### src/rtl/io_sequencer.sv
// io_sequencer: fetch/decode/execute sequencer for IN and OUT port instructions.
// Walks T0..T2 fetch strobes, decodes the IR, then handshakes with the selected
// port under a bounded wait. All controls are decoded from registered state.
module io_sequencer #(
  parameter int         DATA_WIDTH = 32,
  parameter int         NUM_PORTS  = 4,
  parameter int         SEL_BITS   = 2,
  parameter int         TIMEOUT    = 255,
  parameter logic [4:0] OP_IN      = 5'b10110,
  parameter logic [4:0] OP_OUT     = 5'b10111
) (
  input  logic                  clk,
  input  logic                  reset_n,
  input  logic                  run,
  input  logic [DATA_WIDTH-1:0] ir_data,
  input  logic [NUM_PORTS-1:0]  port_valid,
  input  logic [NUM_PORTS-1:0]  port_ready,
  output logic                  PC_select,
  output logic                  MAR_enable,
  output logic                  PC_increment_enable,
  output logic                  read,
  output logic                  MDR_enable,
  output logic                  MDR_select,
  output logic                  IR_enable,
  output logic                  Gra,
  output logic                  r_enable,
  output logic                  r_select,
  output logic                  inport_select,
  output logic                  outport_enable,
  output logic [SEL_BITS-1:0]   port_sel,
  output logic [NUM_PORTS-1:0]  port_ack,
  output logic                  other_op,
  output logic                  io_timeout,
  output logic                  busy
);

  typedef enum logic [3:0] {
    S_IDLE, S_T0, S_T1, S_T2, S_DECODE, S_IN_WAIT, S_IN_WR, S_OUT_WAIT, S_OUT_WR
  } state_t;

  state_t                state_q, state_d;
  logic [15:0]           cnt_q, cnt_d;
  logic [SEL_BITS-1:0]   port_sel_q, port_sel_d;
  logic                  io_timeout_q, io_timeout_d;
  logic                  other_op_q, other_op_d;

  logic [4:0]            ir_op;
  logic [SEL_BITS-1:0]   ir_port;
  logic                  ir_port_ok;
  logic                  in_hs, out_hs;
  logic                  wait_expired;
  logic                  unused_ir_bits;

  assign ir_op          = ir_data[DATA_WIDTH-1 -: 5];
  assign ir_port        = ir_data[SEL_BITS-1:0];
  assign ir_port_ok     = 32'(ir_port) < 32'(NUM_PORTS);
  assign wait_expired   = cnt_q >= 16'(TIMEOUT);
  assign unused_ir_bits = ^ir_data[DATA_WIDTH-6:SEL_BITS];

  // Handshake flag of the latched port; a loop avoids indexing past NUM_PORTS.
  always_comb begin
    in_hs  = 1'b0;
    out_hs = 1'b0;
    for (int i = 0; i < NUM_PORTS; i++) begin
      if (port_sel_q == SEL_BITS'(i)) begin
        in_hs  = port_valid[i];
        out_hs = port_ready[i];
      end
    end
  end

  // Next-state logic; a handshake is checked before expiry so it wins ties.
  always_comb begin
    state_d      = state_q;
    cnt_d        = cnt_q;
    port_sel_d   = port_sel_q;
    io_timeout_d = io_timeout_q;
    other_op_d   = 1'b0;
    unique case (state_q)
      S_IDLE:   if (run) state_d = S_T0;
      S_T0:     state_d = S_T1;
      S_T1:     state_d = S_T2;
      S_T2:     state_d = S_DECODE;
      S_DECODE: begin
        port_sel_d = ir_port;
        cnt_d      = '0;
        if (ir_op == OP_IN || ir_op == OP_OUT) begin
          if (!ir_port_ok) begin
            io_timeout_d = 1'b1;
            state_d      = S_IDLE;
          end else begin
            state_d = (ir_op == OP_IN) ? S_IN_WAIT : S_OUT_WAIT;
          end
        end else begin
          other_op_d = 1'b1;
          state_d    = S_IDLE;
        end
      end
      S_IN_WAIT, S_OUT_WAIT: begin
        if ((state_q == S_IN_WAIT) ? in_hs : out_hs) begin
          state_d = (state_q == S_IN_WAIT) ? S_IN_WR : S_OUT_WR;
        end else if (wait_expired) begin
          io_timeout_d = 1'b1;
          state_d      = S_IDLE;
        end else if (cnt_q != 16'hFFFF) begin
          cnt_d = cnt_q + 16'd1;
        end
      end
      S_IN_WR, S_OUT_WR: state_d = S_IDLE;
      default:           state_d = S_IDLE;
    endcase
  end

  // State registers with asynchronous clear.
  always_ff @(posedge clk or negedge reset_n) begin
    if (!reset_n) begin
      state_q      <= S_IDLE;
      cnt_q        <= '0;
      port_sel_q   <= '0;
      io_timeout_q <= 1'b0;
      other_op_q   <= 1'b0;
    end else begin
      state_q      <= state_d;
      cnt_q        <= cnt_d;
      port_sel_q   <= port_sel_d;
      io_timeout_q <= io_timeout_d;
      other_op_q   <= other_op_d;
    end
  end

  // One-hot acknowledge only while a write state is held.
  always_comb begin
    port_ack = '0;
    if (state_q == S_IN_WR || state_q == S_OUT_WR) begin
      for (int i = 0; i < NUM_PORTS; i++) begin
        port_ack[i] = (port_sel_q == SEL_BITS'(i));
      end
    end
  end

  assign busy                = (state_q != S_IDLE);
  assign PC_select           = (state_q == S_T0);
  assign MAR_enable          = (state_q == S_T0);
  assign PC_increment_enable = (state_q == S_T1);
  assign read                = (state_q == S_T1);
  assign MDR_enable          = (state_q == S_T1);
  assign MDR_select          = (state_q == S_T2);
  assign IR_enable           = (state_q == S_T2);
  assign Gra                 = (state_q == S_IN_WR) || (state_q == S_OUT_WR);
  assign r_enable            = (state_q == S_IN_WR);
  assign inport_select       = (state_q == S_IN_WR);
  assign r_select            = (state_q == S_OUT_WR);
  assign outport_enable      = (state_q == S_OUT_WR);
  assign port_sel            = port_sel_q;
  assign other_op            = other_op_q;
  assign io_timeout          = io_timeout_q;

endmodule

### config.mk
export PLATFORM = sky130hd
export DESIGN_NAME = io_sequencer
export DESIGN_NICKNAME = d
export VERILOG_FILES = /design/src/rtl/io_sequencer.sv
export SDC_FILE = /design/constraint.sdc
export NUM_CORES = 1
export LEC_CHECK = 0
export BUFFER_PORTS_ARGS = -buffer_cell sky130_fd_sc_hd__buf_4
export CORE_ASPECT_RATIO = 2
export CORE_MARGIN = 3
export CORE_UTILIZATION = 49
export CTS_CLUSTER_SIZE = 12
export DETAILED_ROUTE_END_ITERATION = 7
export PLACE_DENSITY_LB_ADDON = 0.2
export SETUP_SLACK_MARGIN = 0.15
export SLEW_MARGIN = 20
export SYNTH_ARGS = -nofsm -noshare
export SYNTH_HDL_FRONTEND = slang
export SYNTH_SLANG_ARGS = --single-unit
### constraint.sdc
create_clock -name clk -period 4.4 [get_ports clk]
set_input_delay 0.44 -clock clk [delete_from_list [all_inputs] [get_ports clk]]
set_output_delay 0.44 -clock clk [all_outputs]
set_load 0.03 [all_outputs]
==> impl_metrics.json, run 1 <==
{
  "hold_violations": 0,
  "seqPwrFrac_pct": 37.2,
  "cts_resized": 0,
  "cp.required_ps": 3960,
  "r2r_end": "state_q[1]",
  "cp-start-kind": "register",
  "p_int_mw": 0.538,
  "setup_viol": 0,
  "wl_um": 2860,
  "place_congestion": 0.776,
  "synth-xor-area-share_pct": 0,
  "rsz0062_at_grt": "false",
  "clock-sinks": 24,
  "p_leak_nw": 0.809,
  "finalCritPeriodShare_pct": 54.4,
  "period_needed_ps": 2390,
  "grt_overflow": 0,
  "placed_cell_area_mm2": 0.00159,
  "final_nets": 205,
  "pre_cts_slack_ps": 2250,
  "powerDensity_mw_per_mm2": 583,
  "cts_setup_buffers": 0,
  "critical_path_class": "register to output port",
  "synth-simple-area-share_pct": 31.2,
  "cts_tree": "yes",
  "ios": 64,
  "async_flop_share_pct": 100,
  "grt_usage_pct": 18.3,
  "io_buffers": 38,
  "antenna_found_initial": 0,
  "drive_gt1_share_pct": 34.6,
  "rows": 26,
  "ant_nets": 0,
  "drv_cap": 0,
  "syn-instance-count": 128,
  "synth_nets": 172,
  "yosys_warnings": 0,
  "r2r_cells": 5,
  "worstSetupEndpointType": "output port",
  "cts_hold_buf": 0,
  "ys_types": 41,
  "die_h_um": 79.8,
  "switching_share_pct": 43.4,
  "fp.dieW_um": 42.9,
  "tightest_slew_ps": 705,
  "crit_family": "simple AND/OR/NAND/NOR gates",
  "area_delta_synth_final_pct": 22.6,
  "power_mw": 0.952,
  "synth_edf_count": 0,
  "dp_hpwl_um": 2220,
  "grt_pass1_wl_um": 4700,
  "synth_top_family_by_area": "simple AND/OR/NAND/NOR gates",
  "initial_utilization_pct": 51.9,
  "muxShareOfSynthArea_pct": 11.9,
  "ys.flop_type": "dfrtp_1",
  "critical_path.max_stage_delay_ps": 580,
  "synth_seq_cells": 24,
  "core-area_mm2": 0.00257,
  "p_sw_mw": 0.414,
  "synth_area_per_cell_um2": 10.4,
  "ys_seq_area_share_pct": 45.1,
  "maxSlewHeadroom_pct": 52.8,
  "drc": 0,
  "cts-buffers-inserted": 3,
  "fin_setup_tns_ps": 0,
  "path_cells": "nor4b_1 > nor2_1 > inv_1 > and3_2 > buf_4",
  "drtIter0Drc": 16,
  "die_area_mm2": 0.00342,
  "status": "completed",
  "cp-startpoint": "state_q[1]",
  "fin_area_mm2": 0.00163,
  "synth_compound_area_share_pct": 5.26,
  "cts-root-buf": "clkbuf_8",
  "cp_max_fo": 12,
  "rrSetupSlack_ps": 2220,
  "n_antenna_cell": 0,
  "synth_area_leaders": "dfrtp_1 (45%), nand2_1 (4.2%), nor4_1 (4.2%), and2_1 (3.8%), mux2i_1 (3.8%)",
  "syn-cell-area_mm2": 0.00133,
  "combPwrFrac_pct": 49.6,
  "netlist_top_cells_count": "dfrtp_1 (24), nand2_1 (15), nor4_1 (9)",
  "synthAdderAreaFrac_pct": 0.939,
  "clk-insertion-delay-late_ps": 260,
  "drv_slew": 0,
  "grt_pass1_vias": 1089,
  "final_util_pct": 63.6,
  "ir_drop_mv": 0.297,
  "pwr-share-clk_pct": 13.1,
  "drtPass1Iterations": 4,
  "synthDominantCellAreaShare_pct": 45.1,
  "num_vias": 1093,
  "hp-class": "input pin to async pin",
  "timing.critical_path.buf_inv": 2,
  "clockBufferDepth": 2,
  "wire_per_inst_um": 15.3,
  "cp_data_arrival_time_ps": 1950,
  "skew_ps": 4.92,
  "path_clk_slew_ps": 80,
  "synth_most_common_cell": "dfrtp_1",
  "synth_largest_area_cell": "dfrtp_1",
  "detail_route.vias_per_cell": 5.84,
  "slowest_stage": "nor4b_1",
  "fin_ws_ps": 2010,
  "grt_max_degree": 25,
  "h-tree-depth": 1,
  "reg2reg_from": "state_q[1]",
  "fmax_mhz": 418
}
-- how the worst max path moves through the flow --
stage | end | slack [ps] | cells after the start
after CTS | port_ack[3] | 1990 | 5
after global placement | cnt_q[7] | 2280 | 6
after global routing | port_ack[2] | 1730 | 6
after detailed placement | state_q[1] | 2250 | 5
final | port_ack[3] | 2010 | 5
after floorplan | port_ack[2] | 1160 | 6
-- power by group through the flow --
stage          Combinational (mW)  Sequential [mW]  Clock, mW
2_1_floorplan               0.365            0.343          0
5_1_grt                     0.511            0.366      0.137
4_1_cts                     0.477            0.352      0.130
3_5_place_dp                0.475            0.356          0
6_report                    0.473            0.354      0.125
3_3_place_gp                0.464            0.349          0
-- layer usage --
metal / GRT usage, % / up-vias / routed length, um
li1: - / 516 / -
met1: 19.2 / 528 / 985
met2: 30.4 / 38 / 1610
met3: 3.39 / 11 / 140
met4: 15.0 / 0 / 123
met5: 0 / - / 0
-- placed cells by master, fill, tap and decap left out, types with 3 or more instances in the layout --
cell and count:
dfrtp_1 24, nand2_1 15, mux2_2 4, nor4_1 9, nand2b_1 6, and2_1 8, inv_1 4, nor3_1 3
nand3_1 3, and3_1 3, buf_4 38, nor2_1 5, clkbuf_8 3, mux2i_1 5
-- kinds of logic after synthesis --
group / after synthesis
buffers and inverters: 14
and+or+nand+nor: 68
AOI/OAI and AO/OA: 9
DFF: 24
muxes: 12
adders and majority gates: 1
-- flip-flops by register name, summed over array words and instances, names as in the netlist --
register / cells
cnt_q: 16
state_q: 4
port_sel: 2
io_timeout: 1
other_op: 1
-- area by class of cell --
cell class,count,area [um2]
inverters,4,15.0
clock buffers,3,41.3
flip-flops and latches,24,601
repair buffers,38,285
fillers,207,936
well taps,28,35.0
multi-input cells,90,657
-- through the flow --
stage / instances / hold slack, ps
2_1_floorplan: 128 / 144
3_3_place_gp: 184 / 347
3_5_place_dp: 184 / 354
4_1_cts: 187 / 60.4
5_1_grt: 187 / 68.4
6_report: 187 / 52.5
Power figures use the tool's default switching activity.
==> run 2, diff against run 1 <==
CORE_UTILIZATION = 45   (was 49)
clock period = 2.44 ns   (was 4.4 ns; I/O delays follow)
==> impl_metrics.json, run 2 (synthesized netlist as in run 1, its figures left out) <==
{
  "hp-class": "input pin to register",
  "drv_slew": 0,
  "cp_max_fo": 10,
  "cp_data_arrival_time_ps": 2350,
  "maxSlewHeadroom_pct": 56.6,
  "grt_max_degree": 25,
  "p_int_mw": 0.992,
  "crit_path_end": "cnt_q[7]",
  "wl_um": 3060,
  "dp_hpwl_um": 2370,
  "die_h_um": 83.0,
  "h-tree-depth": 1,
  "ios": 64,
  "skew_ps": 0.837,
  "hold_violations": 0,
  "reg2reg_from": "port_sel[0]",
  "core-area_mm2": 0.00280,
  "path_clk_slew_ps": 80,
  "n_antenna_cell": 0,
  "cp-start-kind": "register",
  "pre_cts_slack_ps": 254,
  "drtIter0Drc": 25,
  "rrSetupSlack_ps": 250,
  "cts-root-buf": "clkbuf_8",
  "detail_route.vias_per_cell": 5.73,
  "grt_pass1_vias": 1126,
  "status": "completed",
  "clockBufferDepth": 2,
  "tightest_slew_ps": 648,
  "largest_register_ff_count": 16,
  "pwr-share-clk_pct": 13.2,
  "io_buffers": 38,
  "fmax_mhz": 456,
  "antenna_found_initial": 0,
  "r2r_end": "cnt_q[7]",
  "p_sw_mw": 0.782,
  "clock-sinks": 24,
  "top_register": "cnt_q",
  "period_needed_ps": 2190,
  "drv_cap": 0,
  "switching_share_pct": 44.1,
  "cts-buffers-inserted": 3,
  "worstSetupEndpointType": "register",
  "whs_ps": 208,
  "cp-startpoint": "port_sel[0]",
  "drive_gt1_share_pct": 37.0,
  "grt_usage_pct": 17.9,
  "r2r_cells": 4,
  "seqPwrFrac_pct": 34.9,
  "rsz0062_at_grt": "false",
  "fin_setup_tns_ps": 0,
  "grt_pass1_wl_um": 5110,
  "critical_path_class": "register to register",
  "wire_per_inst_um": 16.0,
  "area_delta_synth_final_pct": 26.4,
  "fp.dieW_um": 44.5,
  "rows": 27,
  "p_leak_nw": 0.824,
  "final_nets": 208,
  "cp.required_ps": 2600,
  "ant_nets": 0,
  "layout_commonest_cell": "buf_4",
  "setup_viol": 0,
  "nFillCells": 268,
  "die_area_mm2": 0.00369,
  "initial_utilization_pct": 47.5,
  "drtPass1Iterations": 4,
  "drc": 0,
  "clk-insertion-delay-late_ps": 270,
  "fin_ws_ps": 248,
  "num_vias": 1095,
  "min_path_cells": 2,
  "cts_tree": "yes",
  "finalCritPeriodShare_pct": 89.8,
  "combPwrFrac_pct": 51.9,
  "grt_overflow": 0,
  "ir_drop_mv": 0.508,
  "place_congestion": 0.758,
  "final_cell_mix": "buf_4 (40), dfrtp_1 (24), nand2_1 (15)",
  "powerDensity_mw_per_mm2": 1050
}
[run 2: repair_timing]
action / in CTS / in global routing
setup endpoints to repair: 0 / 2
resized for setup: 0 / 1
hold buffers: 1 / 0
setup buffers: 0 / 0
hold endpoints to repair: 24 / 0
[run 2: layer usage]
metal	global-route usage (%)	up-vias	wire length, um
met1	19.2	537	1100
li1	-	524	-
met5	0	-	0
met2	32.9	29	1790
met4	7.14	0	51
met3	2.17	5	118
[run 2: how the worst min path moves through the flow]
stage / from / slack (ps) / to
after global routing: ir_data[0] / 210 / port_sel[0]
after global placement: reset_n / 150 / other_op
after CTS: ir_data[0] / 200 / port_sel[0]
final: ir_data[0] / 210 / port_sel[0]
after detailed placement: reset_n / 160 / state_q[2]
after floorplan: reset_n / -50 / cnt_q[0]
[run 2: final cells by class]
class	count	area, um2	share of cell area, %
Tap cell	29	36.3	2.15
Timing Repair Buffer	41	310	18.4
Multi-Input combinational cell	90	681	40.4
Inverter	4	15.0	0.892
Sequential cell	24	601	35.7
Clock buffer	3	41.3	2.45
[run 2: stage by stage]
step           total power [mW]  cell area (um2)  util, %  cells
3_5_place_dp               1.55             1630     58.0    187
3_3_place_gp               1.50             1630     58.0    187
4_1_cts                    1.79             1680     59.8    191
6_report                   1.77             1680     60.1    191
2_1_floorplan              1.29             1350        -    128
5_1_grt                    1.88             1680     60.1    191
[run 2: power groups by stage]
stage	Sequential (mW)	Combinational, mW	Clock (mW)
after detailed placement	0.626	0.924	0
final	0.620	0.920	0.234
after global routing	0.641	0.993	0.251
after CTS	0.618	0.928	0.239
after global placement	0.613	0.890	0
after floorplan	0.621	0.673	0
[run 2: worst max-delay path, stage by stage (launching register included)]
cell and delay, ps:
dfrtp_1 490, mux4_1 620, nor3b_2 250, nor4_1 340, mux2_2 370
==> run 3, diff against run 2 <==
RECOVER_POWER = 25   (was default)
==> impl_metrics.json, run 3 (synthesized netlist as in run 1, its figures left out) <==
{
  "clockBufferDepth": 2,
  "cts_setup_buffers": 0,
  "ir_drop_mv": 0.508,
  "antenna_found_initial": 0,
  "drc": 0,
  "met2_usage_pct": 32.9,
  "cp_data_arrival_time_ps": 2350,
  "tightest_slew_ps": 1310,
  "n_antenna_cell": 0,
  "grt_use_met1_pct": 19.2,
  "whs_ps": 208,
  "final_nets": 208,
  "cp-start-kind": "register",
  "gr-max-usage-layer": "met2",
  "ios": 64,
  "layout_commonest_cell": "buf_4",
  "grt_util_met3_pct": 2.17,
  "initial_utilization_pct": 47.5,
  "ant_nets": 0,
  "cts_tree": "yes",
  "critical_path_class": "register to register",
  "rsz0062_at_grt": "false",
  "grt_pass1_wl_um": 5110,
  "hold_violations": 0,
  "detail_route.vias_per_cell": 5.73,
  "wl_um": 3060,
  "crit_family": "multiplexers",
  "final_util_pct": 59.9,
  "path_cells": "mux4_1 > nor3b_2 > nor4_1 > mux2_2",
  "rrSetupSlack_ps": 250,
  "grt_usage_pct": 17.9,
  "io_buffers": 38,
  "p_leak_nw": 0.820,
  "period_needed_ps": 2190,
  "clock-sinks": 24,
  "setup_viol": 0,
  "path_clk_slew_ps": 80,
  "worstSetupEndpointType": "register",
  "die_h_um": 83.0,
  "skew_ps": 0.837,
  "clk-insertion-delay-late_ps": 270,
  "nFillCells": 270,
  "cp.required_ps": 2600,
  "final_cell_mix": "buf_4 (39), dfrtp_1 (24), nand2_1 (15)",
  "die_area_mm2": 0.00369,
  "fp.dieW_um": 44.5,
  "h-tree-depth": 1,
  "rows": 27,
  "wire_per_inst_um": 16.0,
  "cts-root-buf": "clkbuf_8",
  "multi_input_area_um2": 681,
  "status": "completed",
  "cts-buffers-inserted": 3,
  "powerDensity_mw_per_mm2": 1060,
  "fin_setup_tns_ps": 0,
  "place_congestion": 0.758,
  "drtPass1Iterations": 4,
  "top_register": "cnt_q",
  "fmax_mhz": 456,
  "drive_gt1_share_pct": 36.4,
  "cp_max_fo": 10,
  "grt_pass1_vias": 1126,
  "finalCritPeriodShare_pct": 89.8,
  "regArea_um2": 601,
  "area_delta_synth_final_pct": 26.1,
  "num_vias": 1095,
  "dp_hpwl_um": 2370,
  "slowest_stage": "mux4_1",
  "core-area_mm2": 0.00280,
  "grt_overflow": 0,
  "maxSlewHeadroom_pct": 12.5,
  "grt_max_degree": 25,
  "hp-class": "input pin to register",
  "critical_path.max_stage_delay_ps": 620,
  "drtIter0Drc": 25,
  "timing.critical_path.buf_inv": 0,
  "drv_slew": 0,
  "drv_cap": 0,
  "largest_register_ff_count": 16
}
[run 3: cell count changes in the layout (fill, tap and decap cells not counted)]
cell	before	now
clkbuf_1	0	1
buf_4	40	39
[run 3: where the power goes]
group / internal [mW] / switching, mW
combinational: 0.390 / 0.529
sequential: 0.491 / 0.129
clock: 0.111 / 0.124
[run 3: area by class of cell]
type / instances / area share, %
multi-input cells: 90 / 40.5
repair buffers: 41 / 18.2
flip-flops and latches: 24 / 35.7
well taps: 29 / 2.16
inverters: 4 / 0.894
clock buffers: 3 / 2.46
[run 3: worst paths after layout]
path                            cells past startpoint     endpoint   startpoint
worst max-delay path                                4     cnt_q[7]  port_sel[0]
worst min-delay path                                2  port_sel[0]   ir_data[0]
worst max register to register                      4     cnt_q[7]  port_sel[0]
worst min register to register                      1   io_timeout   io_timeout
max in group asynchronous                           2  port_sel[0]      reset_n
min in group asynchronous                           2   state_q[1]      reset_n
[run 3: timing repair]
| item | CTS | global route |
|---|---|---|
| setup endpoints to repair | 0 | 2 |
| gates resized for setup | 0 | 1 |
| endpoints found under the hold margin | 24 | 0 |
| hold buffers | 1 | 0 |
[run 3: metrics by stage]
stage / power (mW) / instance area [um2] / setup slack [ps] / instances
floorplan: 1.29 / 1350 / 115 / 128
global placement: 1.50 / 1630 / 343 / 187
detailed placement: 1.55 / 1630 / 254 / 187
CTS: 1.79 / 1680 / 248 / 191
global route: 1.88 / 1680 / 165 / 191
finish: 1.77 / 1680 / 248 / 191
[run 3: routing by layer]
| layer | vias up | part of all wire, % |
|---|---|---|
| li1 | 524 | - |
| met1 | 537 | 36 |
| met2 | 29 | 59 |
| met3 | 5 | 3.9 |
| met4 | 0 | 1.7 |
| met5 | - | 0 |
